===== config.mk =====
export PLATFORM = sky130hd
export DESIGN_NAME = sram_phase_sequencer
export DESIGN_NICKNAME = d
export VERILOG_FILES = /design/src/rtl/sram_phase_sequencer.sv
export SDC_FILE = /design/constraint.sdc
export NUM_CORES = 1
export LEC_CHECK = 0
export CORE_ASPECT_RATIO = 1.25
export CORE_MARGIN = 3
export CORE_UTILIZATION = 25
export CTS_CLUSTER_DIAMETER = 80
export DETAILED_ROUTE_END_ITERATION = 10
export PLACE_DENSITY = 0.81
export SLEW_MARGIN = 40
export SYNTH_ARGS = -nofsm -noshare
export SYNTH_HDL_FRONTEND = slang
export SYNTH_SLANG_ARGS = --single-unit

===== constraint.sdc =====
create_clock -name Clock -period 2 [get_ports Clock]
set_input_delay 0.4 -clock Clock [delete_from_list [all_inputs] [get_ports Clock]]
set_output_delay 0.4 -clock Clock [all_outputs]
set_load 0.03 [all_outputs]

===== src/rtl/sram_phase_sequencer.sv =====
// Single-port SRAM owner: sequences UART load -> Milestone1 decode -> VGA display with drain gaps; optional watchdog via SRAM_PHASE_WATCHDOG_EN.
// Latency: phase changes one cycle after Start/done; client SRAM signals pass through combinationally while owned.
// Backpressure: none; clients are gated by level enables, and non-owner done/Start outside IDLE/DISPLAY are ignored.
module sram_phase_sequencer #(
    parameter int                  DRAIN_CYCLES = 2,
    parameter int                  WD_WIDTH     = 24,
    parameter logic [WD_WIDTH-1:0] WD_LIMIT     = 24'hFF_FFFF
) (
    input  logic        Clock,
    input  logic        Resetn,
    input  logic        Start,
    input  logic        UART_done,
    input  logic        M1_done,
    input  logic [17:0] UART_address,
    input  logic [17:0] M1_address,
    input  logic [17:0] VGA_address,
    input  logic [15:0] UART_write_data,
    input  logic [15:0] M1_write_data,
    input  logic        UART_we_n,
    input  logic        M1_we_n,
    output logic        UART_enable,
    output logic        M1_Enable,
    output logic        VGA_enable,
    output logic [17:0] SRAM_address,
    output logic [15:0] SRAM_write_data,
    output logic        SRAM_we_n,
    output logic [2:0]  Phase,
    output logic        Busy,
    output logic        Error
);

    localparam int DW = (DRAIN_CYCLES > 1) ? $clog2(DRAIN_CYCLES) : 1;
    localparam logic [DW-1:0] DRAIN_LOAD = DW'(DRAIN_CYCLES - 1);

    typedef enum logic [2:0] {
        S_IDLE    = 3'd0,
        S_LOAD    = 3'd1,
        S_DECODE  = 3'd2,
        S_DISPLAY = 3'd3,
        S_DRAIN   = 3'd4
    } state_t;

    state_t          state_q, state_d;
    state_t          next_phase_q, next_phase_d;
    logic [DW-1:0]   drain_q, drain_d;

`ifdef SRAM_PHASE_WATCHDOG_EN
    logic [WD_WIDTH-1:0] wd_q, wd_d;
    logic                error_q, error_d;
`else
    wire wd_unused = ^WD_LIMIT;
`endif

    always_ff @(posedge Clock or negedge Resetn) begin
        if (!Resetn) begin
            state_q      <= S_IDLE;
            next_phase_q <= S_IDLE;
            drain_q      <= '0;
        end else begin
            state_q      <= state_d;
            next_phase_q <= next_phase_d;
            drain_q      <= drain_d;
        end
    end

`ifdef SRAM_PHASE_WATCHDOG_EN
    always_ff @(posedge Clock or negedge Resetn) begin
        if (!Resetn) begin
            wd_q    <= '0;
            error_q <= 1'b0;
        end else begin
            wd_q    <= wd_d;
            error_q <= error_d;
        end
    end
`endif

    always_comb begin
        state_d      = state_q;
        next_phase_d = next_phase_q;
        drain_d      = drain_q;
`ifdef SRAM_PHASE_WATCHDOG_EN
        wd_d         = wd_q;
        error_d      = error_q;
`endif
        case (state_q)
            S_IDLE: begin
                if (Start) begin
                    state_d = S_LOAD;
`ifdef SRAM_PHASE_WATCHDOG_EN
                    wd_d    = '0;
                    error_d = 1'b0;
`endif
                end
            end
            S_LOAD: begin
                // done outranks the watchdog so a finish on the last budgeted cycle is not flagged
                if (UART_done) begin
                    state_d      = S_DRAIN;
                    next_phase_d = S_DECODE;
                    drain_d      = DRAIN_LOAD;
                end
`ifdef SRAM_PHASE_WATCHDOG_EN
                else if (wd_q == WD_LIMIT) begin
                    state_d      = S_DRAIN;
                    next_phase_d = S_IDLE;
                    drain_d      = DRAIN_LOAD;
                    error_d      = 1'b1;
                end else begin
                    wd_d = wd_q + 1'b1;
                end
`endif
            end
            S_DECODE: begin
                if (M1_done) begin
                    state_d      = S_DRAIN;
                    next_phase_d = S_DISPLAY;
                    drain_d      = DRAIN_LOAD;
                end
`ifdef SRAM_PHASE_WATCHDOG_EN
                else if (wd_q == WD_LIMIT) begin
                    state_d      = S_DRAIN;
                    next_phase_d = S_IDLE;
                    drain_d      = DRAIN_LOAD;
                    error_d      = 1'b1;
                end else begin
                    wd_d = wd_q + 1'b1;
                end
`endif
            end
            S_DISPLAY: begin
                if (Start) begin
                    state_d      = S_DRAIN;
                    next_phase_d = S_LOAD;
                    drain_d      = DRAIN_LOAD;
`ifdef SRAM_PHASE_WATCHDOG_EN
                    error_d      = 1'b0;
`endif
                end
            end
            S_DRAIN: begin
                if (drain_q == '0) begin
                    state_d = next_phase_q;
`ifdef SRAM_PHASE_WATCHDOG_EN
                    wd_d    = '0;
`endif
                end else begin
                    drain_d = drain_q - 1'b1;
                end
            end
            default: state_d = S_IDLE;
        endcase
    end

    // Port ownership is decoded from the registered state only, so reset parks the SRAM immediately.
    always_comb begin
        UART_enable     = 1'b0;
        M1_Enable       = 1'b0;
        VGA_enable      = 1'b0;
        SRAM_address    = '0;
        SRAM_write_data = '0;
        SRAM_we_n       = 1'b1;
        case (state_q)
            S_LOAD: begin
                UART_enable     = 1'b1;
                SRAM_address    = UART_address;
                SRAM_write_data = UART_write_data;
                SRAM_we_n       = UART_we_n;
            end
            S_DECODE: begin
                M1_Enable       = 1'b1;
                SRAM_address    = M1_address;
                SRAM_write_data = M1_write_data;
                SRAM_we_n       = M1_we_n;
            end
            S_DISPLAY: begin
                VGA_enable   = 1'b1;
                SRAM_address = VGA_address;
            end
            default: ;
        endcase
    end

    assign Phase = state_q;
    assign Busy  = (state_q == S_LOAD) || (state_q == S_DECODE) || (state_q == S_DRAIN);

`ifdef SRAM_PHASE_WATCHDOG_EN
    assign Error = error_q;
`else
    assign Error = 1'b0;
`endif

endmodule


==> Word-level counts from Yosys, hierarchy flattened <==
Index checks and enable logic that the tools add are counted.
W data, S select, Z words.
{ "totals": {"ff_bits": 7, "out_inout_bits": 43} }
{ "op_classes": {"add_sub_neg": 1, "n_eq_ne": 9, "mux": 20, "n_reduce_logical": 8} }
{ "op_table": {"columns": ["operator", "n"], "rows": [
  ["$pmux W18 S3", 1],
  ["$pmux W16 S2", 1],
  ["$mux W3", 7],
  ["$pmux W3 S5", 1],
  ["$ne A2 B2 Y1 const B", 5],
  ["$pmux W3 S3", 1],
  ["$reduce_and A4 Y1", 2],
  ["$mux W1", 7],
  ["$eq A3 B2 Y1 const B", 2],
  ["$reduce_and A5 Y1", 1],
  ["$pmux W1 S4", 1],
  ["$reduce_bool A4 Y1", 1],
  ["$eq A3 B1 Y1 const B", 1],
  ["$eq A3 B3 Y1 const B", 1],
  ["$logic_not A3 Y1", 1],
  ["$reduce_bool A3 Y1", 1],
  ["$logic_or A1 B1 Y1", 2],
  ["$pmux W1 S2", 1],
  ["$sub A1 B1 Y1 const B", 1]
]} }

==> Logic depth before layout (Yosys ltp) <==
{ "depth": {"word_depth": 3, "mapped_depth": 5} }

==> Worst setup path before layout <==
No wires, ideal clock.
{ "synth_path": {"path_kind": "register to output", "from": "register state_q[2], in the netlist Phase[2]", "to": "output VGA_enable", "arrival_ns": 1.696, "slack_ns": -0.096, "stages_incl_launch_ff": 4, "cell_sequence": "dfrtp_1 > buf_2 > buf_1 > nor3b_1"} }
{ "synth_between": {"elab_chain_len": 2} }
{ "synth_rtl": {"columns": ["element", "line_no", "text"], "rows": [
  ["start, declared", "43", "state_t state_q, state_d;"],
  ["start signal, assigned", "60", "state_q <= state_d;"],
  ["$eq A3 B2 Y1", "163", "case (state_q)"],
  ["$mux W1", "163", null],
  ["end, declared", "23", "output logic VGA_enable,"]
]} }
Every way passes these cells.

==> Final worst setup path <==
{ "layout_path": {"from": "register state_q[1], in the netlist Phase[1]", "to": "output SRAM_address[12]"} }
{ "layout_between": {"elab_chain_len": 2, "word_cells_on_any_way": 4, "cone_classes": "eq/ne (3); mux (1)"} }
{ "layout_rtl": {"columns": ["element", "line_no", "text"], "rows": [
  ["$eq A3 B2 Y1 / $eq A3 B1 Y1 (equally long branches)", "163", null],
  ["$pmux W18 S3 *", "163", null],
  ["end, declared", "24", "output logic [17:0] SRAM_address,"]
]} }
Mark *: on every way between the ends. The rest lies on a longest branch, timed or not.

==> summary.txt <==
Run status
  – Status: finished, final reports clean

Synth
  – Async set or reset register ratio after synthesis: 1.00
  – Largest family of logic cells by synthesized area: compound AO/OA/AOI/OAI gates
  – Seq/Total Area, Yosys: 0.147
  – EDFF count, synth: 0
  – Count leader, synth: nor2_1
  – Share of the synthesized area in the top cell type: 0.209
  – Mapped Nets: 222
  – Simple-gate share of the synthesized area: 0.165
  – Post-synthesis xor/xnor area fraction: 0
  – Syn. warnings: 0
  – Synth Instances: 129
  – Syn avg cell area: a little under 8 um^2
  – Synth Area in Compound Gates: 0.371
  – Netlist area before placement: approximately 1000 um^2
  – Cell type with the largest total area after synthesis: mux2_2
  – Post-synthesis mux area share: 0.219
  – Dominant cells by area after synthesis: mux2_2 (21%), dfrtp_1 (15%), a22oi_1 (14%)
  – Post-synth cell types: 28
  – Synth Flop Type: dfrtp_1
  – Yosys reg bits: 6
  – Leading cell types by count after synthesis: nor2_1 (20), a22oi_1 (19), mux2_2 (19), a22o_1 (16), buf_2 (9)
  – Post-synthesis adder-cell area fraction: 0

Worst setup path
  – CP max-delay cell: dfrtp_2
  – Critical Path Start Type: register
  – Critical Path Fanout Max: 8
  – CP arrival: 1.59 ns
  – Crit path kind: register to output pin
  – Req. time, crit path: 1.60 ns
  – Worst Setup End Kind: output pin
  – CP max stage delay: 0.48 ns
  – CP Cell Sequence: buf_6, mux2_2, a22oi_2, nor2_1, buf_4

Clock tree
  – CTS tree: built
  – Clock tree buffer depth: 2
  – CTS Hold Bufs: 0
  – Clock latency on the worst-skew pair: 0.22 ns
  – CTS H-tree depth: 1
  – Clock transition at the registers of the reported paths: ~0.040 ns
  – Clk sink count: 6
  – Total CTS buffers: 3
  – Clk root buf: clkbuf_8

Routing
  – Total number of vias: approximately 1600
  – DR WL/cell: about 16 um
  – DR DRC count: 0
  – Initial DRC Count: 88
  – DRT Pass-1 Iters: 4
  – ANT nets after route: 0
  – WL final: approximately 5100 um
  – Detail-routed via count per cell: 4.98

Floorplanning
  – Initial Utilization: 0.264
  – Die ar.: a little under 5000 um^2
  – DIE WIDTH: 63.3 um
  – Core Rows: 25
  – Die Y: just under 80 um
  – Core area: 3880 um^2
  – Top Ports: 136

Power and ir drop
  – P_leak: between 0.001 and 0.0015 uW
  – Cell Pwr Density: 1060 nW/um^2
  – VDD IR max: 461 uV

Placed design
  – Port buffer count: 134
  – Post-DP HPWL: 3840 um
  – Routability cong.: 0.756
  – Placed Cells: 309
  – Pre-CTS setup slack: 0.108 ns

Global routing
  – Largest net degree at the start of global routing: 31
  – Vias in the first global route: 1435
  – First-pass GRT wire length: ~7500 um
  – Initial antenna violation count: 0
  – GRT overflow: 0
  – Gr usage total: 0.189

Layout
  – Ant diodes: 0
  – Final Net Count: approximately 360
  – Synth-to-Final Area Change: 147%
  – Final Non-Filler Cells: roughly 320
  – Layout cells sized above 1: 0.356

Timing
  – RSZ-0062 raised after global routing: true
  – Count of pins over their slew limit: 0
  – Hold Fails Final Rpt: 0
  – Setup ws final: roughly 0.012 ns
  – Final min period: 1.99 ns
  – Fmax: 503 MHz
  – Crit share post-route: 0.994
  – Clock Skew: around 0.0044 ns
  – Final Setup Violations: 0
  – WHS: approximately 0.41 ns

Run
  – Max Cap Violations: 0

Worst hold path
  – Worst Hold Class: input pin to async pin
## cells in the final DEF (no fill, tap or decap), types with 2 or more instances in the layout
cell type	instances
a211o_1	2
a21oi_1	3
clkdlybuf4s50_1	92
a22oi_2	11
buf_8	2
nand3b_1	3
o21ai_0	4
buf_6	4
nor2_1	20
a22oi_1	8
mux2_2	17
nor3b_2	3
buf_4	47
nand2_1	2
clkbuf_8	3
dfrtp_1	5
nor2b_1	2
mux2_4	2
a22o_1	16
o211ai_1	2
## worst paths after layout
check | cells past startpoint | end | start | slack (ns)
min in group Clock | 1 | next_phase_q[1]$_DFFE_PN0P_ | next_phase_q[1]$_DFFE_PN0P_ | 0.47
max | 5 | SRAM_address[12] | Phase[1]$_DFFE_PN0P_ | 0.01
max in group asynchronous | 1 | Phase[1]$_DFFE_PN0P_ | Resetn | 1.36
min | 1 | Phase[0]$_DFFE_PN0P_ | Resetn | 0.41
min reg2reg | 1 | next_phase_q[1]$_DFFE_PN0P_ | next_phase_q[1]$_DFFE_PN0P_ | 0.47
max reg2reg | 5 | next_phase_q[1]$_DFFE_PN0P_ | Phase[1]$_DFFE_PN0P_ | 0.45
## cells by family (layout without fill, tap and decap cells)
group,count (synthesis),after routing
AND/OR/NAND/NOR,35,35
other,1,1
flip-flops,6,6
buffers and inverters,17,152
AO/OA/AOI/OAI,50,50
multiplexers,20,20
## power by group
group / total (uW) / internal [uW] / switching [uW]
logic: 2270 / 1010 / 1270
registers: 226 / 168 / 58.2
clock network: 179 / 129 / 50.2
## area by class of cell
class / count / area, um^2
Inverter: 1 / 3.75
Clock buffer: 3 / 41.3
Sequential cell: 6 / 151
Timing Repair Buffer: 148 / 1410
Multi-Input combinational cell: 106 / 857
Tap cell: 54 / 67.6
Fill cell: 351 / 1350
## worst max-delay path, delay by kind of cell, from the launching register on
kind,cells,cell delay [ns]
multiplexers,1,0.34
AND/OR/NAND/NOR,1,0.06
flip-flops,1,0.48
buffers and inverters,2,0.35
AO/OA/AOI/OAI,1,0.14
## through the flow
stage          TNS (ns)  instance area, um^2  total power, uW  utilization
2_1_floorplan         0                 1030             1550            -
3_3_place_gp          0                 2320             2350        0.599
3_5_place_dp          0                 2320             2370        0.599
4_1_cts               0                 2360             2550        0.610
5_1_grt          -0.646                 2530             2840        0.652
6_report              0                 2530             2680        0.652
## layer usage
layer / vias up / wire [um] / track usage
met2: 90 / 2640 / 0.336
met4: 0 / 83 / 0.0583
met1: 725 / 1900 / 0.221
met3: 8 / 481 / 0.0449
li1: 760 / - / -
met5: - / 0 / 0
## registers in the layout (all words and copies together) (netlist names)
| register | flops |
|---|---|
| Phase | 3 |
| drain_q | 1 |
| next_phase_q | 2 |
## what timing repair did
item | in CTS | in global routing
pin swaps | 0 | 2
hold endpoints to repair | 0 | 0
gates resized for setup | 1 | 22
endpoints found under the setup margin | 13 | 17
cloned | 0 | 1
setup buffers | 0 | 5
(Power assumes the default switching activity.)
